--- config.mk ---
export PLATFORM = sky130hd
export DESIGN_NAME = fib_job_sched_flat
export DESIGN_NICKNAME = d
export VERILOG_FILES = /design/src/rtl/fib_sched_pkg.sv /design/src/rtl/fib_job_sched_if.sv /design/src/rtl/fib_step_core.sv /design/src/rtl/fib_job_sched.sv /design/src/flat_wrapper.sv
export SDC_FILE = /design/constraint.sdc
export NUM_CORES = 1
export LEC_CHECK = 0
export CAP_MARGIN = 20
export CORE_MARGIN = 5
export CORE_UTILIZATION = 55
export CTS_BUF_LIST = sky130_fd_sc_hd__clkbuf_4 sky130_fd_sc_hd__clkbuf_8
export DETAILED_ROUTE_END_ITERATION = 6
export GPL_TIMING_DRIVEN = 0
export PLACE_DENSITY_LB_ADDON = 0.15
export SYNTH_ARGS = -nofsm -noshare
export SYNTH_HDL_FRONTEND = slang
export SYNTH_HIERARCHICAL = 1
export SYNTH_SLANG_ARGS = --single-unit
--- constraint.sdc ---
create_clock -name clk -period 3.7 [get_ports clk]
set_clock_uncertainty 0.05 [all_clocks]
set_input_delay 0.555 -clock clk [delete_from_list [all_inputs] [get_ports clk]]
set_output_delay 0.555 -clock clk [all_outputs]
set_load 0.02 [all_outputs]
--- src/rtl/fib_sched_pkg.sv ---
// Shared types and helpers for the Fibonacci job scheduler.
// Holds the FSM state encoding, default widths and the round-robin pick function.
package fib_sched_pkg;

    typedef enum logic [1:0] {
        StIdle,
        StRun,
        StResp
    } state_e;

    localparam int unsigned DefDataW = 9;
    localparam int unsigned DefIdxW  = 6;
    localparam int unsigned MaxReq   = 32;

    // First set bit scanning upward from last+1, wrapping at nreq.
    // Returns last when no bit is set; callers qualify the result with |req.
    function automatic int unsigned rr_pick(input logic [MaxReq-1:0] req,
                                            input int unsigned       last,
                                            input int unsigned       nreq);
        int unsigned idx;
        logic        found;
        rr_pick = last;
        found   = 1'b0;
        for (int unsigned i = 1; i <= MaxReq; i++) begin
            idx = last + i;
            if (idx >= nreq) idx = idx - nreq;
            if (i <= nreq && !found && req[idx[4:0]]) begin
                rr_pick = idx;
                found   = 1'b1;
            end
        end
    endfunction

endpackage

--- src/rtl/fib_job_sched_if.sv ---
// Client-side bundle of the Fibonacci job scheduler: requests, grants and result handshake.
// The scheduler uses the slave modport, clients the master modport.
interface fib_job_sched_if #(
    parameter int unsigned NREQ   = 4,
    parameter int unsigned DATA_W = 9,
    parameter int unsigned IDX_W  = 6
);
    localparam int unsigned IdW = $clog2(NREQ);

    logic [NREQ-1:0]       req;
    logic [NREQ*IDX_W-1:0] req_idx;
    logic [NREQ-1:0]       gnt;
    logic                  busy;
    logic                  rsp_valid;
    logic [IdW-1:0]        rsp_id;
    logic [DATA_W-1:0]     rsp_data;
    logic                  rsp_ovf;
    logic                  rsp_ready;

    modport master (
        output req, req_idx, rsp_ready,
        input  gnt, busy, rsp_valid, rsp_id, rsp_data, rsp_ovf
    );

    modport slave (
        input  req, req_idx, rsp_ready,
        output gnt, busy, rsp_valid, rsp_id, rsp_data, rsp_ovf
    );
endinterface

--- src/rtl/fib_step_core.sv ---
// Fibonacci step engine: a/b pair with sticky overflow tracking per term.
// load initialises (a,b) = (F0,F1); each step advances one index, mod 2^DATA_W.
module fib_step_core #(
    parameter int unsigned DATA_W = 9
) (
    input  logic              clk,
    input  logic              rst,
    input  logic              load,
    input  logic              step,
    output logic [DATA_W-1:0] a,
    output logic              ovf_a
);
    logic [DATA_W-1:0] a_q, a_d, b_q, b_d;
    logic              ovf_a_q, ovf_a_d, ovf_b_q, ovf_b_d;
    logic [DATA_W:0]   sum;

    assign sum = {1'b0, a_q} + {1'b0, b_q};

    always_comb begin
        a_d     = a_q;
        b_d     = b_q;
        ovf_a_d = ovf_a_q;
        ovf_b_d = ovf_b_q;
        if (load) begin
            a_d     = '0;
            b_d     = DATA_W'(1);
            ovf_a_d = 1'b0;
            ovf_b_d = 1'b0;
        end else if (step) begin
            a_d     = b_q;
            b_d     = sum[DATA_W-1:0];
            ovf_a_d = ovf_b_q;
            // A term overflows if its own add carried or either predecessor already had.
            ovf_b_d = sum[DATA_W] | ovf_a_q | ovf_b_q;
        end
    end

    always_ff @(posedge clk or posedge rst) begin
        if (rst) begin
            a_q     <= '0;
            b_q     <= DATA_W'(1);
            ovf_a_q <= 1'b0;
            ovf_b_q <= 1'b0;
        end else begin
            a_q     <= a_d;
            b_q     <= b_d;
            ovf_a_q <= ovf_a_d;
            ovf_b_q <= ovf_b_d;
        end
    end

    assign a     = a_q;
    assign ovf_a = ovf_a_q;
endmodule

--- src/rtl/fib_job_sched.sv ---
// Round-robin scheduler sharing one Fibonacci step engine between NREQ requesters.
// All outputs except gnt come from registers; gnt decodes IDLE state plus req.
module fib_job_sched
    import fib_sched_pkg::*;
#(
    parameter int unsigned NREQ   = 4,
    parameter int unsigned DATA_W = DefDataW,
    parameter int unsigned IDX_W  = DefIdxW
) (
    input logic          clk,
    input logic          rst,
    fib_job_sched_if.slave bus
);
    localparam int unsigned IdW = $clog2(NREQ);

    state_e            state_q, state_d;
    logic [IDX_W-1:0]  cnt_q, cnt_d;
    logic [IdW-1:0]    id_q, id_d;
    logic [IdW-1:0]    rr_last_q, rr_last_d;
    logic              busy_q, busy_d;
    logic              rsp_valid_q, rsp_valid_d;
    logic [IdW-1:0]    rsp_id_q, rsp_id_d;
    logic [DATA_W-1:0] rsp_data_q, rsp_data_d;
    logic              rsp_ovf_q, rsp_ovf_d;

    logic [NREQ-1:0]   gnt_c;
    logic [IdW-1:0]    win;
    logic [IDX_W-1:0]  idx_arr [NREQ];
    logic              eng_load, eng_step;
    logic [DATA_W-1:0] eng_a;
    logic              eng_ovf_a;

    always_comb begin
        for (int i = 0; i < NREQ; i++) idx_arr[i] = bus.req_idx[i*IDX_W +: IDX_W];
    end

    assign win = IdW'(rr_pick(MaxReq'(bus.req), 32'(rr_last_q), NREQ));

    always_comb begin
        state_d    = state_q;
        cnt_d      = cnt_q;
        id_d       = id_q;
        rr_last_d  = rr_last_q;
        rsp_id_d   = rsp_id_q;
        rsp_data_d = rsp_data_q;
        rsp_ovf_d  = rsp_ovf_q;
        gnt_c      = '0;
        eng_load   = 1'b0;
        eng_step   = 1'b0;
        unique case (state_q)
            StIdle: begin
                if (|bus.req) begin
                    gnt_c     = NREQ'(1) << win;
                    rr_last_d = win;
                    id_d      = win;
                    cnt_d     = idx_arr[win];
                    eng_load  = 1'b1;
                    state_d   = StRun;
                end
            end
            StRun: begin
                if (cnt_q != '0) begin
                    eng_step = 1'b1;
                    cnt_d    = cnt_q - IDX_W'(1);
                end else begin
                    // Engine is idle on this edge, so a/ovf_a already hold F(n).
                    state_d    = StResp;
                    rsp_data_d = eng_a;
                    rsp_ovf_d  = eng_ovf_a;
                    rsp_id_d   = id_q;
                end
            end
            StResp: begin
                if (bus.rsp_ready) state_d = StIdle;
            end
            default: state_d = StIdle;
        endcase
        busy_d      = (state_d != StIdle);
        rsp_valid_d = (state_d == StResp);
    end

    always_ff @(posedge clk or posedge rst) begin
        if (rst) begin
            state_q     <= StIdle;
            cnt_q       <= '0;
            id_q        <= '0;
            rr_last_q   <= IdW'(NREQ - 1);
            busy_q      <= 1'b0;
            rsp_valid_q <= 1'b0;
            rsp_id_q    <= '0;
            rsp_data_q  <= '0;
            rsp_ovf_q   <= 1'b0;
        end else begin
            state_q     <= state_d;
            cnt_q       <= cnt_d;
            id_q        <= id_d;
            rr_last_q   <= rr_last_d;
            busy_q      <= busy_d;
            rsp_valid_q <= rsp_valid_d;
            rsp_id_q    <= rsp_id_d;
            rsp_data_q  <= rsp_data_d;
            rsp_ovf_q   <= rsp_ovf_d;
        end
    end

    fib_step_core #(
        .DATA_W(DATA_W)
    ) u_core (
        .clk  (clk),
        .rst  (rst),
        .load (eng_load),
        .step (eng_step),
        .a    (eng_a),
        .ovf_a(eng_ovf_a)
    );

    assign bus.gnt       = gnt_c;
    assign bus.busy      = busy_q;
    assign bus.rsp_valid = rsp_valid_q;
    assign bus.rsp_id    = rsp_id_q;
    assign bus.rsp_data  = rsp_data_q;
    assign bus.rsp_ovf   = rsp_ovf_q;
endmodule

--- src/flat_wrapper.sv ---
// flat-port wrapper written by rule: the top's interface ports become plain ports
module fib_job_sched_flat import fib_sched_pkg::*;
#(
    parameter int unsigned NREQ   = 4,
    parameter int unsigned DATA_W = DefDataW,
    parameter int unsigned IDX_W  = DefIdxW
)
  (clk, rst, bus_req, bus_req_idx, bus_rsp_ready, bus_gnt, bus_busy, bus_rsp_valid, bus_rsp_id, bus_rsp_data, bus_rsp_ovf);
  fib_job_sched_if #(.NREQ(NREQ), .DATA_W(DATA_W), .IDX_W(IDX_W)) bus_i ();
  input logic clk;
  input logic rst;
  input wire logic [$bits(bus_i.req)-1:0] bus_req;
  input wire logic [$bits(bus_i.req_idx)-1:0] bus_req_idx;
  input wire logic [$bits(bus_i.rsp_ready)-1:0] bus_rsp_ready;
  output wire logic [$bits(bus_i.gnt)-1:0] bus_gnt;
  output wire logic [$bits(bus_i.busy)-1:0] bus_busy;
  output wire logic [$bits(bus_i.rsp_valid)-1:0] bus_rsp_valid;
  output wire logic [$bits(bus_i.rsp_id)-1:0] bus_rsp_id;
  output wire logic [$bits(bus_i.rsp_data)-1:0] bus_rsp_data;
  output wire logic [$bits(bus_i.rsp_ovf)-1:0] bus_rsp_ovf;
  assign bus_i.req = bus_req;
  assign bus_i.req_idx = bus_req_idx;
  assign bus_i.rsp_ready = bus_rsp_ready;
  assign bus_gnt = bus_i.gnt;
  assign bus_busy = bus_i.busy;
  assign bus_rsp_valid = bus_i.rsp_valid;
  assign bus_rsp_id = bus_i.rsp_id;
  assign bus_rsp_data = bus_i.rsp_data;
  assign bus_rsp_ovf = bus_i.rsp_ovf;
  fib_job_sched #(.NREQ(NREQ), .DATA_W(DATA_W), .IDX_W(IDX_W)) u_core (.clk(clk), .rst(rst), .bus(bus_i));
endmodule
==> flow_results.xml <==
<?xml version="1.0" encoding="UTF-8"?>
<metrics>
  <group name="min_path">
    <metric name="hp-class" unit="">reg2reg</metric>
    <metric name="holdPathEnd" unit="">u_core/bus.rsp_id[0]$_DFFE_PP0P_</metric>
    <metric name="holdPathStages" unit="">2</metric>
    <metric name="min_delay_src" unit="">u_core/bus.rsp_id[0]$_DFFE_PP0P_</metric>
  </group>
  <group name="sta">
    <metric name="grt_setup_unrepaired" unit="">false</metric>
    <metric name="timing.final.max_slew_violations" unit="">0</metric>
    <metric name="setup_viol_count_final" unit="">0</metric>
    <metric name="finalHoldViolations" unit="">0</metric>
    <metric name="final_period_util" unit="">0.951</metric>
    <metric name="worst_hold_slack" unit="ns">0.443</metric>
    <metric name="slew_worst_pin" unit="ns">0.780</metric>
    <metric name="post-route-min-period" unit="ns">3.52</metric>
    <metric name="timing.max_slew.rel_slack" unit="">0.479</metric>
    <metric name="achievable-frequency" unit="MHz">284</metric>
  </group>
  <group name="synthesis">
    <metric name="seq_area_frac_synth" unit="">0.383</metric>
    <metric name="synthDominantCellAreaShare" unit="">0.357</metric>
    <metric name="synth-async-reset-ratio" unit="">1.00</metric>
    <metric name="yosysTopAreaCell" unit="">sky130_fd_sc_hd__dfrtp_1</metric>
    <metric name="synthesis.nets" unit="">357</metric>
    <metric name="yosys.cell_types.count" unit="">64</metric>
    <metric name="synthesis.yosys.warnings" unit="">6</metric>
    <metric name="ys_top_cells_by_area" unit="">sky130_fd_sc_hd__dfrtp_1, sky130_fd_sc_hd__mux2i_1, sky130_fd_sc_hd__ha_1</metric>
    <metric name="synthesis.area" unit="um^2">3020</metric>
    <metric name="synth-edff-count" unit="">0</metric>
    <metric name="postSynthAreaPerCell" unit="um^2">9.73</metric>
    <metric name="syn_inst" unit="">310</metric>
    <metric name="yosys_most_used_dff" unit="">sky130_fd_sc_hd__dfrtp_1</metric>
    <metric name="synth_seq_cells" unit="">46</metric>
  </group>
  <group name="power">
    <metric name="power.total" unit="uW">3810</metric>
    <metric name="power_density" unit="nW/um^2">1010</metric>
    <metric name="irDropWorstVdd" unit="V">0.000571</metric>
    <metric name="p_leak" unit="uW">0.00174</metric>
  </group>
  <group name="critical_path">
    <metric name="register_to_register_setup_slack" unit="ns">0.75</metric>
    <metric name="worst_r2r_path_depth" unit="">12</metric>
    <metric name="path_cells" unit="">buf_6 -&gt; buf_4 -&gt; inv_4 -&gt; ha_1 -&gt; or2_2 -&gt; a2bb2oi_1 -&gt; a22oi_2 -&gt; a21o_4 -&gt; and3_1 -&gt; clkdlybuf4s15_2</metric>
    <metric name="rr_startpoint" unit="">u_core/rr_last_q[0]$_DFFE_PP1P_</metric>
    <metric name="critical_path_required" unit="ns">3.09</metric>
    <metric name="rr_endpoint" unit="">u_core/cnt_q[3]$_DFFE_PP0P_</metric>
    <metric name="worst_setup_path_end_kind" unit="">primary output</metric>
    <metric name="critical_path.top_delay_family" unit="">buffers and inverters</metric>
    <metric name="criticalPathCategory" unit="">reg2out</metric>
    <metric name="critPathLaunchType" unit="">flop</metric>
    <metric name="critical_path_slowest_stage_cell" unit="">sky130_fd_sc_hd__dfstp_2</metric>
    <metric name="path_buf_inv" unit="">4</metric>
    <metric name="cp.arrival" unit="ns">2.92</metric>
    <metric name="worst_path_largest_cell_delay" unit="ns">0.58</metric>
    <metric name="critPathMaxFanout" unit="">11</metric>
  </group>
  <group name="final_layout">
    <metric name="final_net_count" unit="">414</metric>
    <metric name="layout-area-overhead-vs-synth" unit="%">24.6</metric>
    <metric name="layout-drive-gt1-share" unit="">0.158</metric>
    <metric name="antenna-diode-count" unit="">0</metric>
  </group>
  <group name="floorplan">
    <metric name="die_area" unit="um^2">7070</metric>
    <metric name="io-pin-count" unit="">49</metric>
    <metric name="core_area" unit="um^2">5410</metric>
    <metric name="initial_cell_density_of_the_core" unit="">0.558</metric>
    <metric name="die_h" unit="um">84.1</metric>
    <metric name="die_x" unit="um">84.1</metric>
    <metric name="std_cell_rows" unit="">27</metric>
  </group>
  <group name="drt">
    <metric name="routed_wl" unit="mm">6.87</metric>
    <metric name="drc" unit="">0</metric>
    <metric name="drt-wirelength-per-cell" unit="um">15.6</metric>
    <metric name="drt_iter0_drc" unit="">105</metric>
    <metric name="met1_length" unit="mm">2.82</metric>
    <metric name="firstDrtPassIters" unit="">5</metric>
    <metric name="dr_wl_met2" unit="mm">3.66</metric>
    <metric name="maxUsedRoutingLayer" unit="">met4</metric>
    <metric name="residual_antenna_violating_net_count_after_detailed_routing" unit="">0</metric>
    <metric name="detail_route.vias_per_cell" unit="">5.81</metric>
    <metric name="route.vias.total" unit="">2557</metric>
    <metric name="met3RoutedLength" unit="um">304</metric>
  </group>
  <group name="global_routing">
    <metric name="via_count_of_the_first_global_routing_pass" unit="">2501</metric>
    <metric name="overflow" unit="">0</metric>
    <metric name="grt_max_degree" unit="">27</metric>
    <metric name="first_pass_grt_wire_length" unit="mm">11.5</metric>
    <metric name="number_of_antenna_violations_at_the_first_check_in_global_routing" unit="">0</metric>
    <metric name="grt.total_usage" unit="">0.199</metric>
  </group>
  <group name="clocking">
    <metric name="cts_sinks" unit="">46</metric>
    <metric name="root_buffer" unit="">sky130_fd_sc_hd__clkbuf_8</metric>
    <metric name="cts_tree" unit="">done</metric>
    <metric name="ctsHtreeMaxLevel" unit="">2</metric>
    <metric name="clk_transition_reported_paths" unit="ns">0.08</metric>
    <metric name="clockBufferDepth" unit="">2</metric>
    <metric name="tritoncts.num_buffers" unit="">5</metric>
    <metric name="clock_insertion_delay_worst_skew" unit="ns">0.30</metric>
  </group>
  <group name="placement">
    <metric name="finalWeightedCongestion" unit="">0.863</metric>
    <metric name="hpwl" unit="mm">5.12</metric>
    <metric name="portBuffers" unit="">48</metric>
  </group>
  <group name="job">
    <metric name="cap_viol_max_count" unit="">0</metric>
  </group>
  <group name="status">
    <metric name="outcome" unit="">complete, no violations</metric>
  </group>
</metrics>
-- metrics by stage --
| stage | setup TNS (ns) | util | area, um^2 | setup WS [ns] | instances |
|---|---|---|---|---|---|
| 3_5_place_dp | -0.855 | 0.664 | 3590 | -0.294 | 430 |
| 4_1_cts | 0 | 0.691 | 3730 | 0.0662 | 439 |
| 2_1_floorplan | 0 | - | 3020 | 0.418 | 310 |
| 3_3_place_gp | -0.640 | 0.664 | 3590 | -0.245 | 430 |
| 6_report | 0 | 0.695 | 3760 | 0.180 | 440 |
| 5_1_grt | 0 | 0.695 | 3760 | 0.0375 | 440 |
-- worst reg2reg max path, delay by kind of cell (launching register included) --
kind,cells,cell delay (ns)
buffers and inverters,5,0.74
flip-flops,1,0.58
AO/OA/AOI/OAI,3,0.55
AND/OR/NAND/NOR,1,0.33
multiplexers,1,0.24
adder cells (fa/ha/maj),1,0.19
XOR/XNOR,1,0.13
-- cells in the mapped netlist (all sizes together), types with 3 or more instances --
| cell type | count |
|---|---|
| nor2 | 27 |
| nor3b | 3 |
| buf | 8 |
| a211oi | 6 |
| nand2 | 30 |
| nor2b | 6 |
| dfstp | 3 |
| o21ai | 15 |
| inv | 17 |
| nor3 | 8 |
| and3 | 3 |
| a21oi | 19 |
| dfrtp | 43 |
| o221ai | 3 |
| nand2b | 9 |
| mux2i | 23 |
| a211o | 4 |
| or2 | 3 |
| a21o | 3 |
| clkbuf | 3 |
| o21a | 5 |
| a22oi | 5 |
| a21boi | 3 |
| o211ai | 3 |
| mux2 | 13 |
| ha | 15 |
-- state kept, by name, indices dropped and copies added (netlist names) --
name,cells
u_core/bus.busy,1
u_core/bus.rsp_data,9
u_core/bus.rsp_id,2
u_core/bus.rsp_ovf,1
u_core/bus.rsp_valid,1
u_core/cnt_q,6
u_core/id_q,2
u_core/rr_last_q,2
u_core/state_q,2
u_core/u_core/a,9
u_core/u_core/b_q,9
u_core/u_core/ovf_a,1
u_core/u_core/ovf_b_q,1
-- timing repair --
item	4_1_cts	5_1_grt
setup buffers	1	0
hold buffers	0	0
endpoints found under the hold margin	0	0
resized for setup	14	8
pin swaps	0	1
setup endpoints to repair	4	4
cloned	0	0
-- metal layers --
| metal | vias to the layer above | GRT usage |
|---|---|---|
| met5 | - | 0 |
| li1 | 1237 | - |
| met1 | 1250 | 0.234 |
| met3 | 8 | 0.0424 |
| met4 | 0 | 0.0570 |
| met2 | 62 | 0.362 |
-- report_power, final --
group          internal, uW  switching (uW)  total, uW
Combinational          1190            1340       2520
Sequential              740             173        913
Clock                   209             166        375
-- worst max path at each step --
stage                                          startpoint          to  depth (start not counted)
after floorplan           u_core/rr_last_q[0]$_DFFE_PP1P_  bus_gnt[1]                         11
after global placement    u_core/rr_last_q[0]$_DFFE_PP1P_  bus_gnt[1]                         12
after detailed placement  u_core/rr_last_q[0]$_DFFE_PP1P_  bus_gnt[1]                         12
after CTS                 u_core/rr_last_q[0]$_DFFE_PP1P_  bus_gnt[2]                         10
after global routing      u_core/rr_last_q[0]$_DFFE_PP1P_  bus_gnt[3]                         11
final                     u_core/rr_last_q[0]$_DFFE_PP1P_  bus_gnt[3]                         10
-- cells in the final DEF, fill, tap and decap left out, types with 2 or more instances in the layout --
cell type                         synthesis  final
sky130_fd_sc_hd__clkdlybuf4s50_1          0     44
sky130_fd_sc_hd__dfrtp_1                 43     43
sky130_fd_sc_hd__nand2_1                 30     30
sky130_fd_sc_hd__nor2_1                  27     27
sky130_fd_sc_hd__mux2i_1                 22     22
sky130_fd_sc_hd__a21oi_1                 19     19
sky130_fd_sc_hd__inv_1                   16     16
sky130_fd_sc_hd__o21ai_0                 15     15
sky130_fd_sc_hd__ha_1                    15     14
sky130_fd_sc_hd__mux2_2                  12     12
sky130_fd_sc_hd__nand2b_1                 9      9
sky130_fd_sc_hd__nor3_1                   7      7
sky130_fd_sc_hd__nor2b_1                  6      6
sky130_fd_sc_hd__a211oi_1                 6      6
sky130_fd_sc_hd__clkbuf_8                 0      5
sky130_fd_sc_hd__buf_6                    4      4
sky130_fd_sc_hd__o21a_1                   4      4
sky130_fd_sc_hd__a211o_1                  4      4
sky130_fd_sc_hd__clkbuf_1                 3      3
sky130_fd_sc_hd__buf_4                    1      3
sky130_fd_sc_hd__nor3b_1                  3      3
sky130_fd_sc_hd__and3_1                   3      3
sky130_fd_sc_hd__a22oi_1                  3      3
sky130_fd_sc_hd__o211ai_1                 3      3
sky130_fd_sc_hd__dfstp_2                  3      3
sky130_fd_sc_hd__clkbuf_2                 0      2
sky130_fd_sc_hd__buf_2                    2      2
sky130_fd_sc_hd__a22oi_2                  2      2
sky130_fd_sc_hd__a21o_1                   2      2
sky130_fd_sc_hd__and2_1                   2      2
sky130_fd_sc_hd__a2bb2oi_1                2      2
sky130_fd_sc_hd__o221ai_1                 2      2
sky130_fd_sc_hd__nand3_1                  2      2
sky130_fd_sc_hd__o2111ai_1                2      2
sky130_fd_sc_hd__a31oi_1                  2      2
-- cell families after synthesis --
group / share of synthesized area
AND/OR/NAND/NOR: 0.162
AO/OA/AOI/OAI: 0.196
flip-flops: 0.383
multiplexers: 0.135
buffers and inverters: 0.0469
adder cells (fa/ha/maj): 0.0689
XOR/XNOR: 0.00830
-- final cells by class --
type | instances | area (um^2)
multi-input combinational | 236 | 1750
timing repair buffer | 50 | 502
clock buffer | 6 | 76.3
clock inverter | 2 | 37.5
inverter | 17 | 66.3
fill | 426 | 1650
sequential | 46 | 1150
buffer | 11 | 80.1
tap | 72 | 90.1
Note: power is estimated with default switching activity, not from simulation.
==> edit 1, RTL diff (same settings) <==
The package constant `DefDataW` goes from 9 to 18.
--- a/src/rtl/fib_sched_pkg.sv
+++ b/src/rtl/fib_sched_pkg.sv
@@ -8,7 +8,7 @@
         StResp
     } state_e;
 
-    localparam int unsigned DefDataW = 9;
+    localparam int unsigned DefDataW = 18;
     localparam int unsigned DefIdxW  = 6;
     localparam int unsigned MaxReq   = 32;
 
Interface: changed (resized bus_rsp_data); port bits go from 49 to 58. No check against the original RTL was run, so the function may have changed too.
==> edit 1 against the unedited design <==
- final area is 45% higher
- count of clock-buffer cells in the layout rose by 3
- sequential cell count grew 27
- maximum frequency up 0.77%
- final cell count increased by 43%
- non-clock buffer count increased by 13
- clock power up 86%
- total power grew 50%
- synthesized cell count grew 45%
- routed wire length increased by 58%
- first-iteration DRC count is 96% higher
- setup slack improved by 0.027 ns
- synthesized area is 50% higher
- die area grew 43%
- largest power group unchanged
==> edit 1: results (changes against the unedited design) <==
Yosys cell types 62 (-3.1%); #FFs+latches synth 73 (+59%); Placed Area 5224 sq um (+46%); Leak 2.581 nW (+49%); sw power 2.564 mW (+53%); Via density 5.936 (+2.1%); first-pass GRT wire length 17750 microns (+54%); DP Worst Slack -0.5022 ns (-0.2077 ns); P_clk 0.696 mW (+86%); clkbuf count 9 (+3); status finished clean; Seq. pwr 1.44 mW (+58%); dpl hpwl 7721 microns (+51%); crit-path max FO 10 (-1); H-tree depth 3 (+1); Net count, final 573 (+38%); fin util 67.47% (-2.0 points); VDD IR max 0.4312 mV (-24%); Clock Latency Late Sink 0.35 ns (+0.05 ns); via count 3722 (+46%); switching share of power 44.90% (+0.96 points); inverter count 12 (-5); GRT Total Usage 21.88% (+1.9 points); placed insts 610 (+42%); FF+latch area 1831 sq um (+59%); worst r2r dst u_core/cnt_q[0]; Buffers, non-clock 74 (+21%); R2R setup slack 0.79 ns (+0.04 ns); Post-synth top cells 70 x dfrtp_1, 53 x nor2_1, 46 x nand2_1, 33 x mux2i_1, 31 x a21oi_1
## edit 1: routing by layer
layer / global-route usage, % / wire [microns] / vias to the layer above / part of all wire, %
met4: 8.290 / 221 / 0 / 2.0
met1: 29.41 / 5035 / 1836 / 46
met5: 0 / 0 / - / 0
li1: - / - / 1764 / -
met3: 4.913 / 580 / 21 / 5.3
met2: 34.58 / 5042 / 101 / 46
## edit 1: kinds of logic after synthesis
logic type,count (synthesis),share of synthesized area [%]
multiplexers,57,15.11
AND/OR/NAND/NOR,137,13.45
buffers and inverters,28,2.988
flip-flops,73,40.48
XOR/XNOR,12,2.740
AO/OA/AOI/OAI,116,18.15
adder cells (fa/ha/maj),25,7.084
## edit 1: worst max-delay path, cell delays in order, from the launching register on
cell and delay (ns):
dfstp_2 0.58, buf_6 0.20, clkinvlp_4 0.17, ha_4 0.33
mux4_2 0.31, a221o_1 0.36, a31o_2 0.29, nor2_1 0.12
clkbuf_2 0.18
==> edit 2, RTL diff (config.mk and constraints unchanged) <==
Without the edit above. Re-encode `state_e` (3 states) as one-hot, 3 bits wide.
--- a/src/rtl/fib_sched_pkg.sv
+++ b/src/rtl/fib_sched_pkg.sv
@@ -2,10 +2,10 @@
 // Holds the FSM state encoding, default widths and the round-robin pick function.
 package fib_sched_pkg;
 
-    typedef enum logic [1:0] {
-        StIdle,
-        StRun,
-        StResp
+    typedef enum logic [2:0] {
+        StIdle = 3'b001,
+        StRun  = 3'b010,
+        StResp = 3'b100
     } state_e;
 
     localparam int unsigned DefDataW = 9;
Function: no difference found for any inputs over 10 cycles, from zero or initial values and one cycle with rst high; not proved beyond that.
==> edit 2 against the unedited design <==
- total power shrank 22%
- setup slack improved by 0.0045 ns
- final cell count shrank 3.4%
- final area down 0.80%
- routed wire length fell by 4.9%
- synthesized area shrank 1.7%
- count of clock-buffer cells in the layout did not move
- sequential cell count increased by 1
- critical path type unchanged
- highest routed layer unchanged
==> edit 2: results (changes against the unedited design) <==
status finished clean; Filler cells 387 (-9.2%); worst r2r path cells 6 (-6); mux contribution to synthesized area 14.13% (+0.65 points); VDD IR max 0.6365 mV (+12%); GRT met2 Usage 31.05% (-5.2 points); synth top area cells dfrtp_1 36%, mux2i_1 7.4%, ha_1 6.3%; Clock Latency Late Sink 0.30 ns (about the same); first-pass GRT wire length 11210 microns (-2.8%); Via density 5.727 (-1.5%); drt first pass iters 4 (-1); GRT Total Usage 19.30% (-0.64 points); Adder-Cell Fraction of Synth Area 7.001% (+0.12 points); Placed Area 3535 sq um (-1.5%); share of layout cells above drive strength 1 15.77% (about the same); Leak 1.703 nW (-2.0%); number of global-route vias before repair 2375 (-5.0%); Compound-Gate Fraction of Synth Area 17.42% (-2.2 points); Net count, final 401 (-3.1%); arrival time worst endpoint 2.91 ns (about the same); met3 Usage GRT 3.960% (-0.28 points); Post-synth top cells 43 x dfrtp_1, 34 x nor2_1, 22 x mux2i_1, 20 x nand2_1, 18 x inv_1; Max-Slew Margin vs Limit 47.01% (-0.92 points); Hold Path Class in -> async; Top Family by Delay on Critical Path compound AO/OA/AOI/OAI gates; dpl hpwl 4808 microns (-6.2%); Yosys cell types 63 (-1.6%); Diodes inserted 0 (unchanged); register area share after synthesis 39.81% (+1.5 points); crit-path max FO 10 (-1); Metal-1 WL 3070 microns (+8.7%); final WL 6530 microns (-4.9%); GPL Wtd Cong 0.8407 (-2.6%); met2 wirelength from detailed routing 3063 microns (-16%); largest net degree at the start of global routing 28 (+3.7%); post-synthesis xor/xnor area fraction 1.518% (+0.69 points)
[edit 2: repair_timing]
item,CTS,global route
buffers inserted,0,3
endpoints found under the hold margin,0,0
gates resized for setup,18,5
endpoints found under the setup margin,4,4
hold buffers,0,0
[edit 2: metrics by stage]
stage | hold WS [ns] | instances | util (%) | setup slack (ns)
2_1_floorplan | 0.4122 | 295 | - | 0.1000
4_1_cts | 0.4426 | 421 | 70.63 | 0.003089
3_5_place_dp | 0.4244 | 413 | 68.34 | -0.5622
3_3_place_gp | 0.4146 | 413 | 68.34 | -0.5308
5_1_grt | 0.4720 | 425 | 72.06 | 0.004378
6_report | 0.4362 | 425 | 72.06 | 0.1841
[edit 2: path summary, 6_finish.rpt]
check	slack (ns)	start	endpoint
max in group asynchronous	2.42	rst	u_core/u_core/b_q[4]
worst max register to register	0.86	u_core/state_q[2]	u_core/u_core/b_q[6]
worst min-delay path	0.44	rst	u_core/bus.rsp_data[3]
worst min register to register	0.44	u_core/bus.rsp_id[0]	u_core/bus.rsp_id[0]
min in group clk	0.44	u_core/bus.rsp_id[0]	u_core/bus.rsp_id[0]
worst max-delay path	0.18	u_core/rr_last_q[0]	bus_gnt[1]
[edit 2: area by class of cell]
class | count | area (sq um) | share of cell area, %
clock inverter | 2 | 35.03 | 0.9399
multi-input combinational | 218 | 1645 | 44.14
clock buffer | 6 | 82.58 | 2.216
sequential | 47 | 1181 | 31.69
buffer | 11 | 88.84 | 2.383
tap | 70 | 87.58 | 2.350
timing repair buffer | 52 | 528.0 | 14.17
inverter | 19 | 78.83 | 2.115
[edit 2: report_power, final]
group	internal (mW)	total, mW	switching [mW]
clock	0.219	0.387	0.168
combinational	0.848	1.82	0.976
sequential	0.651	0.755	0.104
